`config.mk`:
```
export PLATFORM = sky130hd
export DESIGN_NAME = bch_host_feeder
export DESIGN_NICKNAME = d
export VERILOG_FILES = /design/src/rtl/bch_host_pkg.sv /design/src/rtl/bch_host_feeder.sv
export SDC_FILE = /design/constraint.sdc
export NUM_CORES = 1
export LEC_CHECK = 0
export CORE_ASPECT_RATIO = 1.75
export CORE_MARGIN = 2
export CORE_UTILIZATION = 45
export DETAILED_ROUTE_END_ITERATION = 10
export DONT_BUFFER_PORTS = 1
export HOLD_SLACK_MARGIN = 0.02
export SLEW_MARGIN = 0
export SYNTH_ARGS = -nofsm -noshare
export SYNTH_HDL_FRONTEND = slang
export SYNTH_SLANG_ARGS = --single-unit
```
`constraint.sdc`:
```
create_clock -name clk -period 2.6 [get_ports clk]
set_clock_uncertainty 0.15 [all_clocks]
set_input_delay 0.52 -clock clk [delete_from_list [all_inputs] [get_ports clk]]
set_output_delay 0.52 -clock clk [all_outputs]
set_load 0.005 [all_outputs]
```
`src/rtl/bch_host_pkg.sv`:
```
// Shared types and defaults for the bch host-side feeder: FSM state encoding,
// timing defaults and the per-frame word budget.
package bch_host_pkg;

    typedef enum logic [2:0] {
        ST_IDLE,
        ST_SET,
        ST_RUN,
        ST_GAP,
        ST_DONE
    } state_e;

    localparam int unsigned GAP_CYCLES_DEF = 10;
    localparam int unsigned TIMEOUT_DEF    = 65535;

    // Soft decision carries eight times the words of hard decision for the same code.
    function automatic logic [7:0] words_per_frame(input logic mode, input logic [1:0] code);
        logic [7:0] w;
        case (code)
            2'd1:    w = 8'd1;
            2'd2:    w = 8'd4;
            2'd3:    w = 8'd16;
            default: w = 8'd0;
        endcase
        if (mode) begin
            w = w << 3;
        end
        return w;
    endfunction

endpackage

```
`src/rtl/bch_host_feeder.sv`:
```
// Host-side initiator for the bch decoder: pulses set per frame, streams words
// from an async-read memory on ready, forwards results and sequences frames.
module bch_host_feeder
    import bch_host_pkg::*;
#(
    parameter int unsigned GAP_CYCLES = GAP_CYCLES_DEF,
    parameter int unsigned TIMEOUT    = TIMEOUT_DEF,
    parameter int unsigned AW         = 13
) (
    input  logic          clk,
    input  logic          rstn,
    input  logic          start,
    input  logic          start_mode,
    input  logic [1:0]    start_code,
    input  logic [7:0]    nframes,
    output logic [AW-1:0] mem_addr,
    input  logic [63:0]   mem_rdata,
    output logic          set,
    output logic          mode,
    output logic [1:0]    code,
    output logic [63:0]   idata,
    input  logic          ready,
    input  logic          finish,
    input  logic [9:0]    odata,
    output logic          busy,
    output logic          res_valid,
    output logic [9:0]    res_data,
    output logic          frame_done,
    output logic          done,
    output logic          err_over,
    output logic          err_under,
    output logic          err_tmo
);

    state_e        state_q, state_d;
    logic          mode_q, mode_d;
    logic [1:0]    code_q, code_d;
    logic [7:0]    nf_q, nf_d;
    logic [7:0]    fcnt_q, fcnt_d;
    logic [AW-1:0] ptr_q, ptr_d;
    logic [7:0]    wcnt_q, wcnt_d;
    logic [31:0]   tmo_q, tmo_d;
    logic [15:0]   gap_q, gap_d;
    logic          seen_q, seen_d;
    logic [63:0]   idata_q, idata_d;
    logic          res_valid_q, res_valid_d;
    logic [9:0]    res_data_q, res_data_d;
    logic          frame_done_q, frame_done_d;
    logic          over_q, over_d;
    logic          under_q, under_d;
    logic          tmo_err_q, tmo_err_d;
    logic [7:0]    wpf;

    assign wpf = words_per_frame(mode_q, code_q);

    always_comb begin
        state_d      = state_q;
        mode_d       = mode_q;
        code_d       = code_q;
        nf_d         = nf_q;
        fcnt_d       = fcnt_q;
        ptr_d        = ptr_q;
        wcnt_d       = wcnt_q;
        tmo_d        = tmo_q;
        gap_d        = gap_q;
        seen_d       = seen_q;
        idata_d      = idata_q;
        res_valid_d  = 1'b0;
        res_data_d   = res_data_q;
        frame_done_d = 1'b0;
        over_d       = over_q;
        under_d      = under_q;
        tmo_err_d    = tmo_err_q;

        case (state_q)
            ST_IDLE: begin
                if (start) begin
                    mode_d    = start_mode;
                    code_d    = start_code;
                    nf_d      = nframes;
                    ptr_d     = '0;
                    fcnt_d    = '0;
                    over_d    = 1'b0;
                    under_d   = 1'b0;
                    tmo_err_d = 1'b0;
                    state_d   = (nframes == 8'd0) ? ST_DONE : ST_SET;
                end
            end
            ST_SET: begin
                wcnt_d  = '0;
                tmo_d   = '0;
                seen_d  = 1'b0;
                state_d = ST_RUN;
            end
            ST_RUN: begin
                tmo_d = tmo_q + 32'd1;
                // Overrun words are still supplied so the decoder never stalls.
                if (ready) begin
                    idata_d = mem_rdata;
                    ptr_d   = ptr_q + 1'b1;
                    if (wcnt_q != '1) begin
                        wcnt_d = wcnt_q + 8'd1;
                    end
                    if (wcnt_q >= wpf) begin
                        over_d = 1'b1;
                    end
                end
                if (finish) begin
                    res_valid_d = 1'b1;
                    res_data_d  = odata;
                    seen_d      = 1'b1;
                end else if (seen_q) begin
                    frame_done_d = 1'b1;
                    if (wcnt_d < wpf) begin
                        under_d = 1'b1;
                    end
                    fcnt_d  = fcnt_q + 8'd1;
                    gap_d   = '0;
                    state_d = ((fcnt_q + 8'd1) == nf_q) ? ST_DONE : ST_GAP;
                end
                if (tmo_d == TIMEOUT) begin
                    tmo_err_d = 1'b1;
                    state_d   = ST_DONE;
                end
            end
            ST_GAP: begin
                if (ready) begin
                    over_d = 1'b1;
                end
                if (gap_q == 16'(GAP_CYCLES)) begin
                    state_d = ST_SET;
                end else begin
                    gap_d = gap_q + 16'd1;
                end
            end
            ST_DONE: begin
                state_d = ST_IDLE;
            end
            default: begin
                state_d = ST_IDLE;
            end
        endcase
    end

    always_ff @(posedge clk or negedge rstn) begin
        if (!rstn) begin
            state_q      <= ST_IDLE;
            mode_q       <= 1'b0;
            code_q       <= '0;
            nf_q         <= '0;
            fcnt_q       <= '0;
            ptr_q        <= '0;
            wcnt_q       <= '0;
            tmo_q        <= '0;
            gap_q        <= '0;
            seen_q       <= 1'b0;
            idata_q      <= '0;
            res_valid_q  <= 1'b0;
            res_data_q   <= '0;
            frame_done_q <= 1'b0;
            over_q       <= 1'b0;
            under_q      <= 1'b0;
            tmo_err_q    <= 1'b0;
        end else begin
            state_q      <= state_d;
            mode_q       <= mode_d;
            code_q       <= code_d;
            nf_q         <= nf_d;
            fcnt_q       <= fcnt_d;
            ptr_q        <= ptr_d;
            wcnt_q       <= wcnt_d;
            tmo_q        <= tmo_d;
            gap_q        <= gap_d;
            seen_q       <= seen_d;
            idata_q      <= idata_d;
            res_valid_q  <= res_valid_d;
            res_data_q   <= res_data_d;
            frame_done_q <= frame_done_d;
            over_q       <= over_d;
            under_q      <= under_d;
            tmo_err_q    <= tmo_err_d;
        end
    end

    assign mem_addr   = ptr_q;
    assign set        = (state_q == ST_SET);
    assign busy       = (state_q != ST_IDLE);
    assign done       = (state_q == ST_DONE);
    assign mode       = mode_q;
    assign code       = code_q;
    assign idata      = idata_q;
    assign res_valid  = res_valid_q;
    assign res_data   = res_data_q;
    assign frame_done = frame_done_q;
    assign err_over   = over_q;
    assign err_under  = under_q;
    assign err_tmo    = tmo_err_q;

endmodule
```
==> summary.txt, run 1 <==
Floorplan
  • Die Footprint: 0.0203 mm^2
  • Die H: 187 um
  • Die width: 108 um
  • Core area: 0.0187 mm^2
  • Initial Utilization: 0.461
  • Boundary Pins: 188
  • Std cell rows: 66

STA
  • Worst Tran Pin Value: 556 ps
  • Minimum hold slack: -358 ps
  • Min Tclk post-route: 2710 ps
  • Final TNS setup: -181 ps
  • Worst setup slack after layout: -110 ps
  • Period utilization: 1.04
  • Final hold violations: 171
  • Fmax: 0.369 GHz
  • Max Slew Vio Count: 0
  • Slew HR: 0.626
  • Setup violations, final: 2
  • Unrepaired setup endpoints after global routing: true

Route
  • Vias per inst: 5.91
  • Routed WL per cell: 19.4 um
  • DR DRC count: 0
  • Drt total wl: 22,500 um
  • Drt pass-1 iters: 7
  • Antenna Nets Post-Route: 0
  • Detailed Route Iter0 Violations: 305
  • Routed vias: 6,858

GRT
  • Largest net degree at the start of global routing: 172
  • First-pass GRT wire length: 35,900 um
  • Vias in the first global route: 7,177
  • GRT Overall Usage: 0.226
  • Initial antenna violation count: 1
  • Grt ovf: 0

Worst setup path
  • WP data required: 2760 ps
  • WS Path Type: register to register
  • CP max stage delay: 460 ps
  • Arr. time, crit path: 2870 ps
  • R2R setup slack: -110 ps
  • WP buf/inv: 3
  • Crit Path Max Fanout: 7
  • CP max stage cell: dfrtp_1
  • Cell with the most instances on the worst path: buf_4
  • Worst Setup End Kind: register
  • Family with the most delay on the worst path: simple AND/OR/NAND/NOR gates
  • Critical Path Start Type: register
  • Critical Path, Cell by Cell: buf_4, nand4_1, buf_4, nor3_1, o211ai_1, a2bb2oi_1, o2111ai_4, nor4_4, buf_4, nor2_2, nor4_2

Synth
  • Yosys cell types: 58
  • Share of synthesized flip-flops with an asynchronous set or reset: 1.00
  • Sequential element share of the synthesized area: 0.498
  • Syn nets: 955
  • Post-Syn Area: 0.00860 mm^2
  • Yosys warning count: 0
  • Flops & latches, synth: 171
  • Syn avg cell area: 10.1 um^2
  • Post-synthesis instance total: 847
  • Post-synth EDFFs: 0
  • Ys flop type: dfrtp_1

Place
  • Place WS: -196 ps
  • Routability Congestion: 0.901
  • Inst Count DP: 1,125
  • Post-DP HPWL: 16,200 um
  • Placed inst area: 0.00939 mm^2
  • PortBufs: 0

Status
  • Failing checks: hold timing, setup timing
  • Status: finished, violations left

Run
  • MaxCap Viol Count: 0

Clock network
  • Clk buf depth: 2
  • Clock Latency Late Sink: 420 ps
  • CTS buffer count: 17
  • CTS tree: built
  • Root Driver: clkbuf_16
  • Clk slew on worst S/H paths: 70 ps
  • CTS H-Tree Depth: 4
  • Clock sink total: 171

Finish
  • Antenna diode count: 0
  • Final core utilization: 0.542
  • Layout Nets: 1,017
  • Multi-input gate area in the final layout: 0.00421 mm^2
  • Area Overhead vs Synth: 17.6%
  • Layout cells sized above 1: 0.254
  • Post-Layout Cell Count: 1,160
  • # fillers: 1,723
  • Register area: 0.00428 mm^2
  • Finished Cell Area: 0.0101 mm^2

Power
  • Peak VDD IR: 0.597 mV
  • Total chip power: 10.0 mW
  • P_leak: 4.45 nW
  • Power Density: 992 mW/mm^2

Min path
  • Hold WC Path Type: input port to async pin
## layout make-up
type | count | share of cell area
well taps | 238 | 0.0295
clock buffers | 21 | 0.0455
repair buffers | 92 | 0.0699
flip-flops and latches | 171 | 0.423
multi-input cells | 615 | 0.416
clock inverters | 11 | 0.0109
inverters | 12 | 0.00445
## cells by family (layout without fill, tap and decap cells)
kind of cell,after synthesis,count (layout),share of synthesized area
AO/OA/AOI/OAI,158,158,0.114
multiplexers,81,81,0.106
adder cells (fa/ha/maj),18,18,0.0262
buffers and inverters,61,136,0.0284
flip-flops,171,171,0.498
XOR/XNOR,42,42,0.0428
AND/OR/NAND/NOR,316,316,0.185
## cell usage after synthesis (3+ instances only)
| master | instances | area (um^2) |
|---|---|---|
| nand2_1 | 115 | 432 |
| buf_1 | 9 | 33.8 |
| ha_1 | 18 | 225 |
| inv_1 | 12 | 45.0 |
| a31oi_1 | 11 | 68.8 |
| o21ai_0 | 66 | 330 |
| or2_2 | 3 | 18.8 |
| and4_1 | 4 | 35.0 |
| nand3_1 | 30 | 150 |
| a21o_1 | 3 | 22.5 |
| nor3_1 | 10 | 50.1 |
| clkbuf_1 | 35 | 131 |
| mux2_2 | 77 | 867 |
| o41ai_1 | 5 | 43.8 |
| and2_1 | 6 | 37.5 |
| mux2i_1 | 4 | 40.0 |
| nand2b_1 | 6 | 37.5 |
| nor2_1 | 54 | 203 |
| xnor2_1 | 18 | 158 |
| dfrtp_1 | 171 | 4280 |
| or3_1 | 11 | 68.8 |
| o21a_1 | 7 | 52.6 |
| nor4_4 | 3 | 63.8 |
| nand4_1 | 25 | 156 |
| and3_1 | 19 | 119 |
| o31ai_1 | 16 | 120 |
| nand3b_1 | 4 | 30.0 |
| nor4_1 | 8 | 50.1 |
| or4_1 | 4 | 30.0 |
| o2111ai_1 | 3 | 26.3 |
| a21oi_1 | 24 | 120 |
| buf_2 | 3 | 15.0 |
| a22o_1 | 7 | 61.3 |
| xor2_1 | 24 | 210 |
## flip-flops by register name (all words and copies together), names as in the netlist
| register | cells |
|---|---|
| err_tmo | 1 |
| wcnt_q | 8 |
| seen_q | 1 |
| err_over | 1 |
| tmo_q | 32 |
| fcnt_q | 8 |
| res_data | 10 |
| frame_done | 1 |
| nf_q | 8 |
| state_q | 3 |
| err_under | 1 |
| res_valid | 1 |
| mode | 1 |
| mem_addr | 13 |
| gap_q | 16 |
| code | 2 |
| idata | 64 |
## power by group
group	leakage [nW]	switching, mW	internal (mW)
combinational	2.00	1.63	1.57
clock	0.276	1.08	1.39
sequential	2.18	0.826	3.53
total	4.45	3.54	6.48
## routing by layer
metal  part of all wire  vias to the layer above  global-route usage  wire length [um]
met5            0.00093                        -                   0                21
met4              0.037                        2               0.114               837
met3              0.063                       62              0.0641              1410
met2               0.55                      248               0.410             12500
met1               0.34                     3401               0.230              7770
li1                   -                     3145                   -                 -
## worst register-to-register path: cells and delay by family (launching register included)
| family | cells | cell delay (ps) |
|---|---|---|
| buffers and inverters | 3 | 530 |
| AOI/OAI and AO/OA | 3 | 570 |
| DFF | 1 | 460 |
| and+or+nand+nor | 5 | 880 |
## layout by cell type, fill, tap and decap left out, drive strengths merged, types with 3 or more instances in the layout
master,n
a21o,3
a21oi,24
a22o,7
a31oi,11
and2,7
and3,20
and4,4
buf,92
clkbuf,21
clkinv,4
dfrtp,171
ha,18
inv,16
mux2,77
mux2i,4
nand2,115
nand2b,6
nand3,31
nand3b,4
nand4,25
nor2,55
nor3,10
nor4,12
o2111ai,3
o21a,7
o21ai,67
o31ai,16
o41ai,5
or2,3
or3,11
or4,4
xnor2,18
xor2,24
## timing repair
action                                 CTS  global route
pin swaps                                5             9
endpoints found under the hold margin  171           171
gates resized for setup                 19            11
setup buffers                            2             2
setup endpoints to repair                5            12
## worst paths after layout
| check | from | cells past startpoint | end |
|---|---|---|---|
| worst max-delay path | tmo_q[3] | 11 | state_q[2] |
| worst max register to register | tmo_q[3] | 11 | state_q[2] |
| worst min-delay path | rstn | 0 | res_data[8] |
| max in group asynchronous | rstn | 0 | wcnt_q[0] |
| min in group clk | nframes[0] | 2 | nf_q[0] |
| worst min register to register | seen_q | 1 | seen_q |
(Power assumes the default switching activity.)
==> run 2, diff against run 1 <==
--- a/config.mk
+++ b/config.mk
@@ -8,6 +8,7 @@
 export CORE_ASPECT_RATIO = 1.75
 export CORE_MARGIN = 2
 export CORE_UTILIZATION = 45
+export CTS_CLUSTER_DIAMETER = 80
 export DETAILED_ROUTE_END_ITERATION = 10
 export DONT_BUFFER_PORTS = 1
 export HOLD_SLACK_MARGIN = 0.02
==> results of run 2 <==
No change in the layout: final DEF, timing and power equal those of run 1.
